File: src/rtl/jpeg_pkg.sv
// Shared types and constants for the JPEG coefficient rebuild path.
package jpeg_pkg;

  typedef enum logic [2:0] {
    DC_SYM,
    DC_AMP,
    AC_SYM,
    AC_AMP,
    ZRUN,
    FILL
  } state_t;

  localparam logic [7:0] EOB      = 8'h00;
  localparam logic [7:0] ZRL      = 8'hF0;
  localparam logic [5:0] LAST_IDX = 6'd63;
  localparam logic [3:0] MAX_S    = 4'd11;

  // Sizes above 11 cannot carry a 12-bit coefficient, so they are pinned to the maximum.
  function automatic logic [3:0] clamp_size(input logic [3:0] s);
    return (s > MAX_S) ? MAX_S : s;
  endfunction

endpackage

File: src/rtl/amplitude_extend.sv
// Turns the s raw amplitude bits that follow a JPEG code into a signed coefficient.
module amplitude_extend #(
  parameter int COEF_W = 12
) (
  input  logic [10:0]              raw,
  input  logic [3:0]               s,
  output logic signed [COEF_W-1:0] value
);

  logic [10:0] mask;
  logic [10:0] top_bit;
  logic [10:0] magnitude;
  logic        positive;

  // A leading 1 means the bits are the value itself; a leading 0 means value = raw - (2^s - 1).
  always_comb begin
    mask      = ~(11'h7FF << s);
    top_bit   = mask & ~(mask >> 1);
    magnitude = raw & mask;
    positive  = |(magnitude & top_bit);
    if (positive) begin
      value = COEF_W'(magnitude);
    end else begin
      value = COEF_W'(magnitude) - COEF_W'(mask);
    end
  end

endmodule

File: src/rtl/rle_coefficient_decoder.sv
// Rebuilds one 8x8 block of zig-zag coefficients from Huffman (run, size) symbols and amplitude bits.
module rle_coefficient_decoder
  import jpeg_pkg::*;
#(
  parameter int COEF_W = 12
) (
  input  logic                     clk,
  input  logic                     rst,
  input  logic                     next_bit,
  input  logic                     is_new,
  output logic                     bit_ready,
  output logic                     amp_phase,
  output logic                     ac_dc_flag,
  input  logic                     hd_done,
  input  logic [3:0]               hd_r,
  input  logic [3:0]               hd_s,
  output logic                     coef_valid,
  output logic signed [COEF_W-1:0] coef_value,
  output logic [5:0]               coef_index,
  output logic                     block_done,
  output logic                     err
);

  state_t                   state, state_n;
  logic [5:0]               idx, idx_n;
  logic [4:0]               run_cnt, run_n;
  logic                     run_amp, run_amp_n;
  logic [3:0]               s_reg, s_n;
  logic [9:0]               raw, raw_n;
  logic [3:0]               bit_cnt, bit_cnt_n;
  logic signed [COEF_W-1:0] pred, pred_n;
  logic                     err_n;
  logic                     valid_n, done_n;
  logic signed [COEF_W-1:0] value_n;
  logic [5:0]               index_n;
  logic                     awake;

  logic [10:0]              raw_shift;
  logic signed [COEF_W-1:0] amp_value;
  logic [3:0]               s_in;
  logic [5:0]               next_idx;
  logic                     take_bit;
  logic                     last_bit;

  assign raw_shift = {raw, next_bit};
  assign s_in      = clamp_size(hd_s);
  assign next_idx  = idx + 6'd1;
  assign last_bit  = ((bit_cnt + 4'd1) == s_reg);
  assign take_bit  = is_new && bit_ready;

  // The block holds off bits for one cycle after reset so every output reads quiet then.
  assign bit_ready  = awake && (state == DC_SYM || state == AC_SYM ||
                                state == DC_AMP || state == AC_AMP);
  assign amp_phase  = (state == DC_AMP) || (state == AC_AMP);
  assign ac_dc_flag = (state == DC_SYM) || (state == DC_AMP);

  amplitude_extend #(.COEF_W(COEF_W)) u_extend (
    .raw   (raw_shift),
    .s     (s_reg),
    .value (amp_value)
  );

  // Next-state, datapath and registered-output decisions for every state.
  always_comb begin
    state_n   = state;
    idx_n     = idx;
    run_n     = run_cnt;
    run_amp_n = run_amp;
    s_n       = s_reg;
    raw_n     = raw;
    bit_cnt_n = bit_cnt;
    pred_n    = pred;
    err_n     = err;
    valid_n   = 1'b0;
    value_n   = '0;
    index_n   = '0;
    done_n    = 1'b0;
    case (state)
      DC_SYM: begin
        if (hd_done) begin
          s_n       = s_in;
          raw_n     = '0;
          bit_cnt_n = '0;
          if (s_in == 4'd0) begin
            valid_n = 1'b1;
            value_n = pred;
            idx_n   = '0;
            state_n = AC_SYM;
          end else begin
            state_n = DC_AMP;
          end
        end
      end
      DC_AMP: begin
        if (take_bit) begin
          raw_n     = raw_shift[9:0];
          bit_cnt_n = bit_cnt + 4'd1;
          if (last_bit) begin
            pred_n  = pred + amp_value;
            valid_n = 1'b1;
            value_n = pred + amp_value;
            idx_n   = '0;
            state_n = AC_SYM;
          end
        end
      end
      AC_SYM: begin
        if (hd_done) begin
          s_n       = s_in;
          raw_n     = '0;
          bit_cnt_n = '0;
          if ({hd_r, hd_s} == EOB) begin
            state_n = (idx == LAST_IDX) ? DC_SYM : FILL;
          end else if ({hd_r, hd_s} == ZRL || s_in == 4'd0) begin
            run_n     = {1'b0, hd_r} + 5'd1;
            run_amp_n = 1'b0;
            state_n   = ZRUN;
          end else if (hd_r != 4'd0) begin
            run_n     = {1'b0, hd_r};
            run_amp_n = 1'b1;
            state_n   = ZRUN;
          end else begin
            state_n = AC_AMP;
          end
        end
      end
      ZRUN: begin
        valid_n = 1'b1;
        index_n = next_idx;
        idx_n   = next_idx;
        run_n   = run_cnt - 5'd1;
        if (next_idx == LAST_IDX) begin
          done_n  = 1'b1;
          idx_n   = '0;
          state_n = DC_SYM;
          if (run_cnt > 5'd1 || run_amp) begin
            err_n = 1'b1;
          end
        end else if (run_cnt == 5'd1) begin
          state_n = run_amp ? AC_AMP : AC_SYM;
        end
      end
      AC_AMP: begin
        if (take_bit) begin
          raw_n     = raw_shift[9:0];
          bit_cnt_n = bit_cnt + 4'd1;
          if (last_bit) begin
            valid_n = 1'b1;
            value_n = amp_value;
            index_n = next_idx;
            idx_n   = next_idx;
            if (next_idx == LAST_IDX) begin
              done_n  = 1'b1;
              idx_n   = '0;
              state_n = DC_SYM;
            end else begin
              state_n = AC_SYM;
            end
          end
        end
      end
      FILL: begin
        valid_n = 1'b1;
        index_n = next_idx;
        idx_n   = next_idx;
        if (next_idx == LAST_IDX) begin
          done_n  = 1'b1;
          idx_n   = '0;
          state_n = DC_SYM;
        end
      end
      default: state_n = DC_SYM;
    endcase
  end

  // State, counters, predictor and the registered coefficient outputs.
  always_ff @(posedge clk) begin
    if (rst) begin
      state      <= DC_SYM;
      idx        <= '0;
      run_cnt    <= '0;
      run_amp    <= 1'b0;
      s_reg      <= '0;
      raw        <= '0;
      bit_cnt    <= '0;
      pred       <= '0;
      err        <= 1'b0;
      coef_valid <= 1'b0;
      coef_value <= '0;
      coef_index <= '0;
      block_done <= 1'b0;
      awake      <= 1'b0;
    end else begin
      state      <= state_n;
      idx        <= idx_n;
      run_cnt    <= run_n;
      run_amp    <= run_amp_n;
      s_reg      <= s_n;
      raw        <= raw_n;
      bit_cnt    <= bit_cnt_n;
      pred       <= pred_n;
      err        <= err_n;
      coef_valid <= valid_n;
      coef_value <= value_n;
      coef_index <= index_n;
      block_done <= done_n;
      awake      <= 1'b1;
    end
  end

endmodule

File: config.mk
export PLATFORM = sky130hd
export DESIGN_NAME = rle_coefficient_decoder
export DESIGN_NICKNAME = d
export VERILOG_FILES = /design/src/rtl/jpeg_pkg.sv /design/src/rtl/amplitude_extend.sv /design/src/rtl/rle_coefficient_decoder.sv
export SDC_FILE = /design/constraint.sdc
export NUM_CORES = 1
export LEC_CHECK = 0
export CORE_MARGIN = 2
export CORE_UTILIZATION = 40
export DETAILED_ROUTE_END_ITERATION = 10
export DONT_BUFFER_PORTS = 1
export PLACE_DENSITY = 0.53
export SYNTH_ARGS = -nofsm -noshare
export SYNTH_HDL_FRONTEND = slang
export SYNTH_SLANG_ARGS = --single-unit
File: constraint.sdc
create_clock -name clk -period 8.8 [get_ports clk]
set_input_delay 2.2 -clock clk [delete_from_list [all_inputs] [get_ports clk]]
set_output_delay 2.2 -clock clk [all_outputs]
set_load 0.02 [all_outputs]
* Word level (Yosys, flattened, before mapping) *
Index checks and enable logic that the tools add are counted.

cells by class
  magnitude comparators = 2
  reductions and logical operators = 29
  add/subtract/negate cells = 6
  muxes and demuxes = 60
  bitwise operators = 6
  eq/ne operators = 23
  shift operators = 1

operators with widths
  cell                                                count
  2-to-1 mux 12 bit                                   7
  2-to-1 mux 6 bit                                    9
  2-to-1 mux 3 bit                                    13
  one-hot mux 12 bit (3 select lines)                 1
  AND 11 bit                                          3
  one-hot mux 6 bit (4 select lines)                  1
  2-to-1 mux 10 bit                                   2
  2-to-1 mux 5 bit                                    4
  one-hot mux 10 bit (2 select lines)                 1
  one-hot mux 3 bit (6 select lines)                  1
  != test 2 bit (second input constant)               8
  adder 12 bit                                        1
  equality test 6 bit (second input constant)         2
  2-to-1 mux 4 bit                                    3
  one-hot mux 6 bit (2 select lines)                  1
  subtractor 11 x 11 -> 12 bit                        1
  2-to-1 mux 1 bit                                    11
  inverter 10 -> 11 bit                               1
  inverter 11 bit                                     1
  OR reduction 11 bit                                 1
  << shifter 11 x 4 -> 11 bit (first input constant)  1
  one-hot mux 5 bit (2 select lines)                  1
  AND reduction 3 bit                                 3
  equality test 8 bit (second input constant)         1
  other kinds (31)                                    49

word-level totals
  input bits = 13
  logic and storage cells = 141
  register bits after elaboration = 67
  output and inout port bits = 24

* Logic depth before layout (Yosys ltp) *
  depth after elaboration = 11
  depth in mapped cells = 18
  gate-level depth less buffers = 16

* Cells and area by module *
From an unflattened synthesis, not the netlist that was laid out.

unflattened totals
  cell total of the unflattened synthesis = 546
  area, all modules = 4347.9 sq um

modules (own cells, without submodules)
  module                   area each (sq um)  times used  cells each  sequential area each (sq um)
  rle_coefficient_decoder  3527.1             1           421         1341.3
  amplitude_extend         820.8              1           125         0.0

* Least setup slack after synthesis *
OpenSTA, ideal clock, no wires.

  path type = input -> register
  start = in next_bit
  end = reg pred[11]
  path buffers = 1
  data arrival time = 5.070 ns
  data required time = 8.730 ns
  stages = 15
  library setup time = 0.070 ns
  path slack = 3.660 ns
  cell sequence = mux2_1 a31o_1 o22ai_2 nand2_1 buf_2 a41o_1 or2_1 ha_1 a21oi_1 nor2_1 a211oi_1 o31ai_1 xor2_1 or3_1 a21oi_1

between the ends
  longest elaborated chain between the ends = 5
  elaborated cells on any way between the ends = 6
  those cells by class = add/sub (2); mux (1); bitwise (2); reduce/logical (1)

RTL lines
  element                                                               line                            RTL
  start: declaration                                                    rle_coefficient_decoder.sv:9    input logic next_bit,
  AND 11 bit *                                                          amplitude_extend.sv:19          magnitude = raw & mask;
  branches (longest 2 deep; another with subtractor 11 x 11 -> 12 bit)  --
  2-to-1 mux 12 bit *                                                   amplitude_extend.sv:21          if (positive) begin
  adder 12 bit *                                                        rle_coefficient_decoder.sv:99   pred_n = pred + amp_value;
  end signal: assignment                                                rle_coefficient_decoder.sv:201  pred <= pred_n;
  end: declaration                                                      rle_coefficient_decoder.sv:31   logic signed [COEF_W-1:0] pred, pred_n;

Every way passes the cells marked *.
A chain may end at the register's enable or synchronous reset.

* Worst setup path after layout *
Same ends and word-level chain as after synthesis.

==> metrics.md <==
| Metric | Value |
|---|---|
| Post-DP HPWL | 7690 um |
| Mapped Cells | 559 |
| Fin crit share | 61.1% |
| Buffers on Ports | 0 |
| Initial antenna violation count | 0 |
| CTS Hold Buffers Added | 0 |
| Max Slew Vio Count | 0 |
| RePlAce Congestion | 0.882 |
| Pre-antenna DRT Iters | 4 |
| Lkg Pwr | 1.62 nW |
| Outcome | finished, final reports clean |
| Die Y | 107 um |
| Max clock buf depth | 2 |
| Vias in the first global route | 3639 |
| Synth cell types | 64 |
| WHS Endpoint | pred[3] |
| Post-synth top cells | dfxtp_1 (67), nand2_1 (66), a21oi_1 (61) |
| Area growth syn-to-layout | 5.79% |
| Post-Route Skew | 0.0120 ns |
| Critical Path Start Type | primary input |
| Area share of the largest cell type after synthesis | 31.3% |
| Final Setup Violations | 0 |
| Final ANT Viol Nets | 0 |
| DR WL/cell | 15.9 um |
| CTS sink cnt | 67 |
| Total Wirelength | 10900 um |
| Layout Nets | 576 |
| Ratio of cells with drive above 1 in the final layout | 6.20% |
| Slew headroom | 42.6% |
| Most numerous cell in the Yosys netlist | dfxtp_1 |
| Top post-synthesis cells by area | dfxtp_1 (31%), a21oi_1 (7.1%), nand2_1 (5.8%) |
| Hold_sp | pred[3] |
| Total CTS buffers | 9 |
| Post-route DRC | 0 |
| Setup bufs post-CTS | 0 |
| Worst Path Max Fanout | 11 |
| Synth Warn # | 0 |
| Setup CP Type | in -> reg |
| Post-CTS sizing | 0 |
| Post-Synthesis Mean Instance Area | 7.65 sq um |
| WP data arrival | 5.67 ns |
| Post-synth EDFFs | 0 |
| Max Clock Freq | 186 MHz |
| H-tree Lvls | 3 |
| Overflow after GRT | 0 |
| Fin area | 4530 sq um |
| Antenna cells | 0 |
| DP Area | 4340 sq um |
| Hold WS | 0.474 ns |
| Post-synth ARST share | 0% |
| Min-Delay Path Class | reg -> reg |
| R2R Path Start | s_reg[3] |
| Largest regs | coef_value x12, pred x12, raw x10 |
| Total track usage | 19.7% |
| #FFs+latches synth | 67 |
| Register area share after synthesis | 31.3% |
| Top_reg_cell synth | dfxtp_1 |
| Peak supply drop | 0.101 mV |
| Pwr per Cell Area | 243 nW/um^2 |
| Die width | 107 um |
| Unrepaired setup endpoints after global routing | false |
| Syn_nets | 592 |
| Final hold violation count | 0 |
| Via count | 3895 |
| Latest clock arrival within the worst-skew pair | 0.36 ns |
| Ports | 37 |
| Max_cap viols | 0 |
| Vias per cell | 5.69 |
| CTS tree | yes |
| First-pass GRT wire length | 18100 um |
| Area leader, netlist | dfxtp_1 |
| Worst-Margin Slew | 0.860 ns |
| Largest net degree at the start of global routing | 50 |
| R2R setup slack | 4.20 ns |
| Setup TNS | 0 ns |
| Die area | 11500 sq um |
| Netlist Area Pre-Place | 4280 sq um |
| Row cnt | 37 |
| Clock Pin Slew Worst Setup and Hold Paths | 0.08 ns |
| First DRT Iteration DRCs | 152 |
| RR Endpoint | pred[11] |
| CTS root buf | clkbuf_8 |
| Setup crit end kind | flop |
| Starting Density | 41.3% |
| Core Area | 10400 sq um |
| Tmin final | 5.38 ns |
| Worst EP required | 9.09 ns |
| Worst r2r path cells | 13 |
| Hold Path Stages | 2 |
## critical path, stage by stage
cell     delay [ns]
mux2_1         0.27
a31o_1         0.23
o22ai_2        0.31
nand2_1        0.32
or4_1          0.58
nand3_1        0.14
ha_1           0.26
nor3_1         0.08
o21ai_0        0.07
a31oi_1        0.15
o31ai_1        0.38
xor2_1         0.18
or3_1          0.33
a21oi_1        0.15
## worst max-delay path by stage
stage	endpoint	start	slack, ns
finish	pred[11]	next_bit	3.42
detailed placement	coef_value[11]	next_bit	3.11
floorplan	pred[11]	next_bit	3.66
global route	pred[11]	next_bit	3.15
global placement	pred[11]	next_bit	3.21
CTS	pred[11]	next_bit	3.45
## cells by family (layout without fill, tap and decap cells)
kind of cell / Yosys count / count (layout) / synth area share (%)
compound gates: 168 / 168 / 24.9
flops: 67 / 67 / 31.3
buf+inv: 44 / 33 / 4.21
simple gates: 231 / 231 / 27.1
fa+ha+maj: 20 / 20 / 6.02
xor+xnor: 24 / 24 / 5.23
mux: 5 / 5 / 1.20
## area by class of cell
cell class | count | area [sq um]
Clock buffer | 9 | 124
Clock inverter | 7 | 58.8
Fill cell | 1093 | 5840
Inverter | 14 | 52.6
Multi-Input combinational cell | 448 | 2760
Sequential cell | 67 | 1340
Tap cell | 136 | 170
Timing Repair Buffer | 3 | 22.5
## per-stage QoR
stage                     std cells  total power, mW  worst slack (ns)  utilization [%]
after floorplan                 559            0.767              3.66                -
after global placement          668            0.856              3.21             41.9
after detailed placement        668            0.858              3.11             41.9
after CTS                       684             1.11              3.45             43.7
after global routing            684             1.18              3.15             43.7
final                           684             1.10              3.42             43.7
## per-layer routing
layer	wire length, um	vias up	GRT usage [%]
li1	-	1981	-
met3	435	9	4.42
met4	122	0	5.68
met1	5000	1828	25.9
met5	0	-	0
met2	5330	77	32.3
## placed cells by master, fill, tap and decap left out, types with 9 or more instances in the layout
master,count
dfxtp_1,67
nand2_1,66
a21oi_1,61
nor2_1,53
nand3_1,30
o21ai_0,29
nor3_1,19
ha_1,19
xor2_1,14
a211oi_1,13
inv_1,13
a21o_1,10
xnor2_1,9
nand3b_1,9
clkbuf_8,9
## power breakdown
part / total (mW) / switching (mW) / internal (mW)
combinational: 0.470 / 0.293 / 0.178
clock: 0.248 / 0.142 / 0.106
sequential: 0.381 / 0.0566 / 0.325
total: 1.10 / 0.492 / 0.608
No activity file was read; power rests on OpenSTA's default activity.
